--- src/rtl/pc_seq_if.sv ---
// Control/status bundle between the CPU core (master) and the PC sequencer (slave).
// Carries the link-register read/write port alongside the sequencing controls.
interface pc_seq_if;
   logic       stall;
   logic       halt_req;
   logic       resume;
   logic       jmp;
   logic       call;
   logic       ret;
   logic       br_en;
   logic       br_cond;
   logic [7:0] br_off;
   logic [7:0] tgt_addr;
   logic [7:0] lr;
   logic [7:0] pc;
   logic       lr_en;
   logic [7:0] lr_in;
   logic       halted;
   logic       stk_err;

   modport master (
      output stall, halt_req, resume, jmp, call, ret, br_en, br_cond, br_off, tgt_addr, lr,
      input  pc, lr_en, lr_in, halted, stk_err
   );

   modport slave (
      input  stall, halt_req, resume, jmp, call, ret, br_en, br_cond, br_off, tgt_addr, lr,
      output pc, lr_en, lr_in, halted, stk_err
   );
endinterface

--- src/rtl/pc_seq.sv ---
// 8-bit program-counter sequencer with stall and halt/resume control.
// Define RET_STACK_EN to add an internal STK_DEPTH-entry return stack behind the link register.
module pc_seq #(
   parameter logic [7:0] RESET_PC  = 8'h00,
   parameter int         STK_DEPTH = 4
) (
   input logic     clk,
   input logic     rst,
   pc_seq_if.slave bus
);

   typedef enum logic {RUN, HALT} state_t;

   state_t     state_q, state_d;
   logic [7:0] pc_q, pc_d;
   logic       lr_en_c;
   logic [7:0] lr_in_c;
   logic [7:0] pc_inc;

   if (STK_DEPTH < 2 || STK_DEPTH > 8 || (STK_DEPTH & (STK_DEPTH - 1)) != 0) begin : g_bad_depth
      $error("pc_seq: STK_DEPTH must be a power of two in 2..8");
   end

   assign pc_inc = pc_q + 8'd1;

`ifdef RET_STACK_EN
   localparam int PTR_W = $clog2(STK_DEPTH);

   logic [7:0]       stk_mem [STK_DEPTH];
   logic [PTR_W-1:0] top_q;
   logic [PTR_W:0]   cnt_q;
   logic             stk_err_q;
   logic             push_c, pop_c;
   logic             stk_empty, stk_full;
   logic [7:0]       stk_top;

   assign stk_empty = (cnt_q == '0);
   assign stk_full  = (cnt_q == (PTR_W + 1)'(STK_DEPTH));
   assign stk_top   = stk_mem[top_q - PTR_W'(1)];

   // Circular buffer: a push when full overwrites the oldest slot, which is exactly the slot top_q points at.
   always_ff @(posedge clk) begin
      if (rst) begin
         top_q     <= '0;
         cnt_q     <= '0;
         stk_err_q <= 1'b0;
      end else if (push_c) begin
         stk_mem[top_q] <= bus.lr;
         top_q          <= top_q + PTR_W'(1);
         if (stk_full) stk_err_q <= 1'b1;
         else          cnt_q     <= cnt_q + (PTR_W + 1)'(1);
      end else if (pop_c) begin
         if (stk_empty) begin
            stk_err_q <= 1'b1;
         end else begin
            top_q <= top_q - PTR_W'(1);
            cnt_q <= cnt_q - (PTR_W + 1)'(1);
         end
      end
   end

   assign bus.stk_err = stk_err_q;
`else
   assign bus.stk_err = 1'b0;
`endif

   always_ff @(posedge clk) begin
      if (rst) begin
         state_q <= RUN;
         pc_q    <= RESET_PC;
      end else begin
         state_q <= state_d;
         pc_q    <= pc_d;
      end
   end

   // Next-PC selection; the instruction seen in the cycle halt_req is accepted still completes.
   always_comb begin
      state_d = state_q;
      pc_d    = pc_q;
      lr_en_c = 1'b0;
      lr_in_c = pc_inc;
`ifdef RET_STACK_EN
      push_c  = 1'b0;
      pop_c   = 1'b0;
`endif
      case (state_q)
         RUN: begin
            if (!bus.stall) begin
               if (bus.ret) begin
                  pc_d = bus.lr;
`ifdef RET_STACK_EN
                  pop_c   = 1'b1;
                  lr_en_c = 1'b1;
                  lr_in_c = stk_empty ? 8'h00 : stk_top;
`endif
               end else if (bus.call) begin
                  pc_d    = bus.tgt_addr;
                  lr_en_c = 1'b1;
                  lr_in_c = pc_inc;
`ifdef RET_STACK_EN
                  push_c  = 1'b1;
`endif
               end else if (bus.jmp) begin
                  pc_d = bus.tgt_addr;
               end else if (bus.br_en && bus.br_cond) begin
                  pc_d = pc_q + bus.br_off;
               end else begin
                  pc_d = pc_inc;
               end
               if (bus.halt_req) state_d = HALT;
            end
         end
         HALT: begin
            if (bus.resume) state_d = RUN;
         end
         default: state_d = RUN;
      endcase
      // Reset must not leave a write pending on the link register or the stack.
      if (rst) begin
         lr_en_c = 1'b0;
`ifdef RET_STACK_EN
         push_c  = 1'b0;
         pop_c   = 1'b0;
`endif
      end
   end

   assign bus.pc     = pc_q;
   assign bus.halted = (state_q == HALT);
   assign bus.lr_en  = lr_en_c;
   assign bus.lr_in  = lr_in_c;

endmodule

--- src/flat_wrapper.sv ---
// flat-port wrapper written by rule: the top's interface ports become plain ports
module pc_seq_flat 
#(
   parameter logic [7:0] RESET_PC  = 8'h00,
   parameter int         STK_DEPTH = 4
)
  (clk, rst, bus_stall, bus_halt_req, bus_resume, bus_jmp, bus_call, bus_ret, bus_br_en, bus_br_cond, bus_br_off, bus_tgt_addr, bus_lr, bus_pc, bus_lr_en, bus_lr_in, bus_halted, bus_stk_err);
  pc_seq_if bus_i ();
  input logic clk;
  input logic rst;
  input wire logic [$bits(bus_i.stall)-1:0] bus_stall;
  input wire logic [$bits(bus_i.halt_req)-1:0] bus_halt_req;
  input wire logic [$bits(bus_i.resume)-1:0] bus_resume;
  input wire logic [$bits(bus_i.jmp)-1:0] bus_jmp;
  input wire logic [$bits(bus_i.call)-1:0] bus_call;
  input wire logic [$bits(bus_i.ret)-1:0] bus_ret;
  input wire logic [$bits(bus_i.br_en)-1:0] bus_br_en;
  input wire logic [$bits(bus_i.br_cond)-1:0] bus_br_cond;
  input wire logic [$bits(bus_i.br_off)-1:0] bus_br_off;
  input wire logic [$bits(bus_i.tgt_addr)-1:0] bus_tgt_addr;
  input wire logic [$bits(bus_i.lr)-1:0] bus_lr;
  output wire logic [$bits(bus_i.pc)-1:0] bus_pc;
  output wire logic [$bits(bus_i.lr_en)-1:0] bus_lr_en;
  output wire logic [$bits(bus_i.lr_in)-1:0] bus_lr_in;
  output wire logic [$bits(bus_i.halted)-1:0] bus_halted;
  output wire logic [$bits(bus_i.stk_err)-1:0] bus_stk_err;
  assign bus_i.stall = bus_stall;
  assign bus_i.halt_req = bus_halt_req;
  assign bus_i.resume = bus_resume;
  assign bus_i.jmp = bus_jmp;
  assign bus_i.call = bus_call;
  assign bus_i.ret = bus_ret;
  assign bus_i.br_en = bus_br_en;
  assign bus_i.br_cond = bus_br_cond;
  assign bus_i.br_off = bus_br_off;
  assign bus_i.tgt_addr = bus_tgt_addr;
  assign bus_i.lr = bus_lr;
  assign bus_pc = bus_i.pc;
  assign bus_lr_en = bus_i.lr_en;
  assign bus_lr_in = bus_i.lr_in;
  assign bus_halted = bus_i.halted;
  assign bus_stk_err = bus_i.stk_err;
  pc_seq #(.RESET_PC(RESET_PC), .STK_DEPTH(STK_DEPTH)) u_core (.clk(clk), .rst(rst), .bus(bus_i));
endmodule
--- config.mk ---
export PLATFORM = sky130hd
export DESIGN_NAME = pc_seq_flat
export DESIGN_NICKNAME = d
export VERILOG_FILES = /design/src/rtl/pc_seq_if.sv /design/src/rtl/pc_seq.sv /design/src/flat_wrapper.sv
export SDC_FILE = /design/constraint.sdc
export NUM_CORES = 1
export LEC_CHECK = 0
export BUFFER_PORTS_ARGS = -buffer_cell sky130_fd_sc_hd__buf_2
export CAP_MARGIN = 40
export CELL_PAD_IN_SITES_DETAIL_PLACEMENT = 1
export CELL_PAD_IN_SITES_GLOBAL_PLACEMENT = 1
export CORE_AREA = 2 2 59 61
export CTS_BUF_LIST = sky130_fd_sc_hd__clkbuf_8
export CTS_CLUSTER_DIAMETER = 40
export DETAILED_ROUTE_END_ITERATION = 16
export DIE_AREA = 0 0 61 63
export PLACE_DENSITY = 0.88
export SLEW_MARGIN = 10
export SYNTH_ARGS = -nofsm -noshare
export SYNTH_HDL_FRONTEND = slang
export SYNTH_SLANG_ARGS = --single-unit
--- constraint.sdc ---
create_clock -name clk -period 6.2 [get_ports clk]
set_input_delay 0.93 -clock clk [delete_from_list [all_inputs] [get_ports clk]]
set_output_delay 0.93 -clock clk [all_outputs]
set_load 0.005 [all_outputs]
Word level (Yosys, flattened, before mapping)
Cells that the tools add are included.
{"block": "word_totals", "out_inout_bits": 19, "in_bits": 34, "wordCells": 21, "regBits": 9}
{"block": "classes", "n_addsub": 2, "reduce_logical": 2, "bitwise": 2, "mux": 13}
{"cell": "$mux W8", "n": 4}
{"cell": "$add A8 B1 Y8 const B", "n": 1}
{"cell": "$add A8 B8 Y8", "n": 1}
{"cell": "$mux W1", "n": 8}
{"cell": "$not A1 Y1", "n": 2}
{"cell": "$pmux W1 S2", "n": 1}
{"cell": "$reduce_and A2 Y1", "n": 1}
{"cell": "$logic_and A1 B1 Y1", "n": 1}

Logic depth before layout (Yosys ltp)
Gate-level depths: netlist of the first run.
{"block": "depth", "depth_word": 5, "depth_mapped": 8, "ltp_nobuf": 8}

Least setup slack after synthesis of the first run
Ideal clock, no wire load.
{"block": "synth_timing", "path_kind": "in2out", "start": "in bus_ret", "end": "out bus_lr_en", "required_time_ns": 5.270, "setup_slack_ns": 3.736, "path_stages": 3, "arrival_time_ns": 1.534, "path_buffers": 1, "path_cell_list": "clkbuf_2 -> nor4_1 -> and2_1"}
{"block": "synth_between", "elab_chain_len": 4}
{"item": "start: declaration", "line": "flat_wrapper.sv:16", "source": "input wire logic [$bits(bus_i.ret)-1:0] bus_ret;"}
{"item": "$mux W1", "line": "pc_seq.sv:90", "source": "if (bus.ret) begin"}
{"item": "$mux W1", "line": "pc_seq.sv:89", "source": "if (!bus.stall) begin"}
{"item": "$mux W1", "line": "pc_seq.sv:87", "source": "case (state_q)"}
{"item": "$mux W1", "line": "pc_seq.sv:120", "source": "if (rst) begin"}
{"item": "end: declaration", "line": "flat_wrapper.sv:23", "source": "output wire logic [$bits(bus_i.lr_en)-1:0] bus_lr_en;"}
No other way between the ends.

Worst setup path in the final report of the first run
Ends and elaborated chain as after synthesis.

==> impl_metrics.yaml, run 1 <==
outcome:
  status: "complete, no violations"
critical_path:
  crit_top_cell: "buf_2"
  critPathKind: "primary input to output port"
  cp_top_family: "simple AND/OR/NAND/NOR gates"
  worstSetupEndpointType: "output port"
  worst-path-max-fanout: 17
  cp_num_buf_inv: 2
  cp_num_cells: 4
  startpoint_type: "primary input"
  critPathSlowestCell: "nor4_1"
  cp.arrival_ns: 1.84
  cpPeakStageDelay_ns: 0.41
  reg2regPathDepth: 8
  critPathRequiredTime_ns: 5.27
  path_cells: "buf_2, nor4_1, and2_1, buf_2"
run:
  cap_violations: 0
global_route:
  grt_start_max_net_pins: 18
  grt_pass1_vias: 1248
  antenna_found_initial: 0
  grt_pass1_wl_um: 5510
  grt_use_total_pct: 18.5
  overflow: 0
cells_and_area:
  seq_area_um2: 180
  final_design_area_no_fill_um2: 1370
  antenna_cells: 0
  final.fill_count: 433
  instances_no_fill: 240
  area_growth_pct: 30.8
  multiInputGateArea_um2: 802
  final_nets: 238
  layout-drive-gt1-share_pct: 29.9
floorplanning:
  start_util_pct: 32.3
  dieHeight_um: 63
  rows: 21
  die_area_um2: 3840
  die_w_um: 61
  pin_count: 53
  fp.coreArea_um2: 3230
synth:
  synth_top_area_cell: "dfxtp_1"
  synthCells: 146
  synth-seq-cells: 9
  synth_cell_types: 43
  synth-edff-count: 0
  synth_ff_type: "dfxtp_1"
  synth_area_leaders: "dfxtp_1 17%, ha_1 9.6%, nor2_1 7.5%, a21oi_1 6.7%, nand2_1 4.0%"
  syn_area_per_cell_um2: 7.16
  async_reset_ff_share_pct: 0
  syn_nets: 189
  syn_area_um2: 1040
  seq_area_frac_synth_pct: 17.2
  synthDominantCellAreaShare_pct: 17.2
  yosysWarnings: 0
routing:
  vias: 1264
  wl_met2_um: 1760
  wire_per_inst_um: 14.7
  dr.pass1.iters: 4
  ant_nets: 0
  highest_layer: "met3"
  drt_iter0_markers: 46
  wl_met3_um: 155
  drc: 0
  wl_um: 3540
  wl_met1_um: 1620
  via_per_inst: 5.27
timing:
  rsz0062_at_grt: "no"
  fin_crit_sh_pct: 44.6
  fin_crit_ns: 2.77
  hold_viol: 0
  maxSlewHeadroom_pct: 43.8
  skew_ns: 0.000968
  slew_viol_final: 0
  tightestPinTransition_ns: 0.840
  clock.fmax_ghz: 0.362
  finalSetupTns_ns: 0
  setup_viol: 0
pwr:
  p_leak_uw: 0.000634
  p_per_area_nw_per_um2: 164
  peakVddDrop_mv: 0.0606
  power_uw: 225
clock_tree:
  holdBufCountCts: 0
  clk_latency_ns: 0.23
  cts_tree: "yes"
  htree_levels: 1
  postCtsResizedCells: 0
  cts.sinks: 9
  clockBufferDepth: 2
  cts_buffers: 3
  clk_pin_slew_ns: 0.04
  post_cts_buffers: 0
  cts-root-buf: "clkbuf_8"
min_path:
  whs_path_depth: 2
  hp-class: "register to register"
placement:
  dpl.hpwl_um: 2920
  dp_cells: 236
  place_area_um2: 1320
  io_buffers: 51
  finalWeightedCongestion: 0.792
-- registers in the layout, summed over array words and instances (netlist names) --
register           count
u_core.bus.pc          8
u_core.bus.halted      1
-- placed cells by master (no fill, tap or decap), drive strengths merged, types with 2 or more instances in the layout --
master	instances
a311oi	4
mux2i	2
nor2	22
buf	51
a31oi	3
ha	8
a21oi	14
nand3	7
o211ai	3
dfxtp	9
clkbuf	3
xor2	4
o31a	2
a211oi	5
o21bai	2
and2	3
nor4	3
xnor2	3
o21ai	5
inv	8
nand2b	4
nor3	2
nand2	11
-- stage by stage --
stage / hold WS (ns) / util, % / worst slack (ns)
floorplan: 0.553 / - / 3.74
global placement: 0.596 / 40.9 / 3.54
detailed placement: 0.605 / 40.9 / 3.45
CTS: 0.611 / 42.3 / 3.44
global route: 0.659 / 42.3 / 3.36
finish: 0.613 / 42.3 / 3.43
-- report_power, final --
group | switching [uW] | internal [uW] | total, uW
registers | 10.2 | 62.9 | 73.1
logic | 46.0 | 38.4 | 84.5
clock network | 23.9 | 43.2 | 67.0
total | 80.1 | 145 | 225
-- routing by layer --
layer	track usage (%)	vias to the layer above
met1	24.0	597
met5	0	-
met3	4.35	0
met2	31.7	33
met4	1.63	0
li1	-	634
-- cells in the mapped netlist (2+ instances only) --
cell type,instances
dfxtp_1,9
nor4_1,3
clkbuf_1,3
nand2_1,11
o21ai_0,5
nor3_1,2
nand2b_1,4
a21oi_1,14
nor2_1,21
xor2_1,4
ha_1,8
mux2i_1,2
nand3_1,7
inv_1,7
o211ai_1,3
o21bai_1,2
a211oi_1,4
clkbuf_2,2
buf_4,2
a31oi_1,3
and2_1,3
a311oi_1,4
xnor2_1,3
-- area by class of cell --
type                       instances  share of cell area [%]
inverter                           7                    1.92
clock inverter                     1                   0.275
sequential                         9                    13.2
multi-input combinational        123                    58.7
tap                               46                    4.21
clock buffer                       3                    3.02
timing repair buffer              51                    18.7
-- worst paths after layout --
| kind | start | to | slack (ns) |
|---|---|---|---|
| worst max-delay path | bus_ret | bus_lr_en | 3.43 |
| worst min-delay path | u_core.bus.pc[4]$_SDFFE_PP0P_ | u_core.bus.pc[4]$_SDFFE_PP0P_ | 0.61 |
| worst max register to register | u_core.bus.pc[0]$_SDFFE_PP0P_ | u_core.bus.pc[4]$_SDFFE_PP0P_ | 3.96 |
| worst min register to register | u_core.bus.pc[4]$_SDFFE_PP0P_ | u_core.bus.pc[4]$_SDFFE_PP0P_ | 0.61 |
-- worst min-delay path, delay by kind of cell (launching register included) --
kind / cells / cell delay (ns)
DFF: 1 / 0.38
AOI/OAI and AO/OA: 1 / 0.05
and+or+nand+nor: 1 / 0.13
-- cell families after synthesis --
family / Yosys count / share of synthesized area [%]
buffers and inverters: 14 / 5.99
other: 1 / 0.359
muxes: 3 / 2.99
DFF: 9 / 17.2
adders and majority gates: 9 / 11.5
and+or+nand+nor: 59 / 27.5
AOI/OAI and AO/OA: 44 / 28.5
xor gates and xnor gates: 7 / 5.87
Note: power is estimated with default switching activity, not from simulation.
==> run 2, diff against run 1 <==
CORE_AREA = 2 2 61 63   (was 2 2 59 61)
DIE_AREA = 0 0 63 65   (was 0 0 61 63)
PLACE_DENSITY = 0.83   (was 0.88)
clock period = 2.58 ns   (was 6.2 ns; I/O delays follow)
==> impl_metrics.yaml, run 2 (synthesized netlist as in run 1, its figures left out) <==
pwr:
  p_leak_uw: 0.000644
  p_per_area_nw_per_um2: 395
  power_uw: 546
  peakVddDrop_mv: 0.150
placement:
  io_buffers: 51
  finalWeightedCongestion: 0.780
  dp_cells: 240
  dpl.hpwl_um: 2840
floorplanning:
  pin_count: 53
  dieHeight_um: 65
  fp.coreArea_um2: 3500
  rows: 22
  die_w_um: 63
  start_util_pct: 29.9
  die_area_um2: 4100
critical_path:
  cp_num_buf_inv: 1
  rr_endpoint: "u_core.bus.pc[4]$_SDFFE_PP0P_"
  critPathRequiredTime_ns: 2.72
  critPathKind: "register to register"
  cpPeakStageDelay_ns: 0.46
  critPathSlowestCell: "dfxtp_1"
  cp_num_cells: 8
  startpoint_type: "register"
  cp_top_family: "compound AO/OA/AOI/OAI gates"
  cp.arrival_ns: 2.39
  rrSetupSlack_ns: 0.33
  r2r-start: "u_core.bus.pc[0]$_SDFFE_PP0P_"
  worst-path-max-fanout: 8
  worstSetupEndpointType: "register"
  reg2regPathDepth: 8
  startpoint: "u_core.bus.pc[0]$_SDFFE_PP0P_"
  cp-endpoint: "u_core.bus.pc[4]$_SDFFE_PP0P_"
  path_cells: "ha_1, inv_1, fa_1, nand2b_1, a21oi_1, mux2i_1, o211ai_1, a311oi_1"
routing:
  wire_per_inst_um: 14.3
  ant_nets: 0
  drt_iter0_markers: 72
  dr.pass1.iters: 4
  vias: 1281
  drc: 0
  wl_um: 3480
  via_per_inst: 5.25
timing:
  timing.hold.ws_ns: 0.385
  finalSetupTns_ns: 0
  skew_ns: 0.000517
  clock.fmax_ghz: 0.445
  slew_viol_final: 0
  fin_crit_ns: 2.25
  hold_viol: 0
  rsz0062_at_grt: "no"
  fin_crit_sh_pct: 87.2
  setup_viol: 0
min_path:
  hp-class: "primary input to register"
run:
  cap_violations: 0
clock_tree:
  htree_levels: 1
  post_cts_buffers: 0
  cts.sinks: 9
  clockBufferDepth: 2
  postCtsResizedCells: 0
  clk_latency_ns: 0.24
  cts_buffers: 3
  clk_pin_slew_ns: 0.05
  cts_tree: "yes"
  cts-root-buf: "clkbuf_8"
  holdBufCountCts: 0
outcome:
  status: "complete, no violations"
global_route:
  grt_use_total_pct: 17.9
  antenna_found_initial: 0
  grt_pass1_vias: 1281
  overflow: 0
  grt_start_max_net_pins: 18
  grt_pass1_wl_um: 5820
cells_and_area:
  largest_reg_flops: 8
  layout_commonest_cell: "buf_2"
  area_growth_pct: 32.5
  instances_no_fill: 244
  final_cell_mix: "51 x buf_2, 21 x nor2_1, 14 x a21oi_1"
  antenna_cells: 0
  layout-drive-gt1-share_pct: 30.6
  final_nets: 240
[run 2: cell count changes in the layout (fill, tap and decap cells not counted), sizes merged]
cell  delta
buf      +2
[run 2: power breakdown]
group	switching [uW]	leakage, uW	internal, uW	total, uW
Clock	64.1	0.0000269	104	168
Combinational	109	0.000543	94.4	204
Sequential	23.0	0.0000745	151	174
[run 2: per-stage QoR]
stage | worst slack, ns | cell area, um2 | util, %
after global placement | 0.470 | 1340 | 38.3
final | 0.331 | 1380 | 39.6
after floorplan | 0.582 | 1040 | -
after detailed placement | 0.387 | 1340 | 38.3
after CTS | 0.330 | 1380 | 39.6
after global routing | 0.160 | 1380 | 39.6
[run 2: final cells by class]
type                    instances  area, um2
multi-input cells             123        802
repair buffers                 53        270
inverters                       7       26.3
well taps                      48       60.1
fillers                       492       2110
clock inverters                 1       3.75
flip-flops and latches          9        180
clock buffers                   3       41.3
[run 2: tightest hold or removal path: cells and delay by family]
kind                   cells  cell delay [ns]
buffers and inverters      1             0.08
and+or+nand+nor            1             0.07
AOI/OAI and AO/OA          1             0.05
[run 2: how the worst min path moves through the flow]
stage | startpoint | end | slack (ns) | cells after the start
floorplan | bus_halt_req | u_core.bus.halted$_SDFF_PP0_ | 0.53 | 2
global placement | u_core.bus.pc[1]$_SDFFE_PP0P_ | u_core.bus.pc[1]$_SDFFE_PP0P_ | 0.58 | 2
detailed placement | u_core.bus.pc[0]$_SDFFE_PP0P_ | u_core.bus.pc[0]$_SDFFE_PP0P_ | 0.60 | 2
CTS | bus_halt_req | u_core.bus.halted$_SDFF_PP0_ | 0.38 | 3
global route | bus_halt_req | u_core.bus.halted$_SDFF_PP0_ | 0.42 | 3
finish | bus_halt_req | u_core.bus.halted$_SDFF_PP0_ | 0.39 | 3
[run 2: routing by layer]
layer	routed length (um)	global-route usage, %	vias to the layer above
li1	-	-	638
met1	1590	22.8	602
met2	1710	31.3	38
met3	163	3.13	3
met4	25	4.17	0
met5	0	0	-
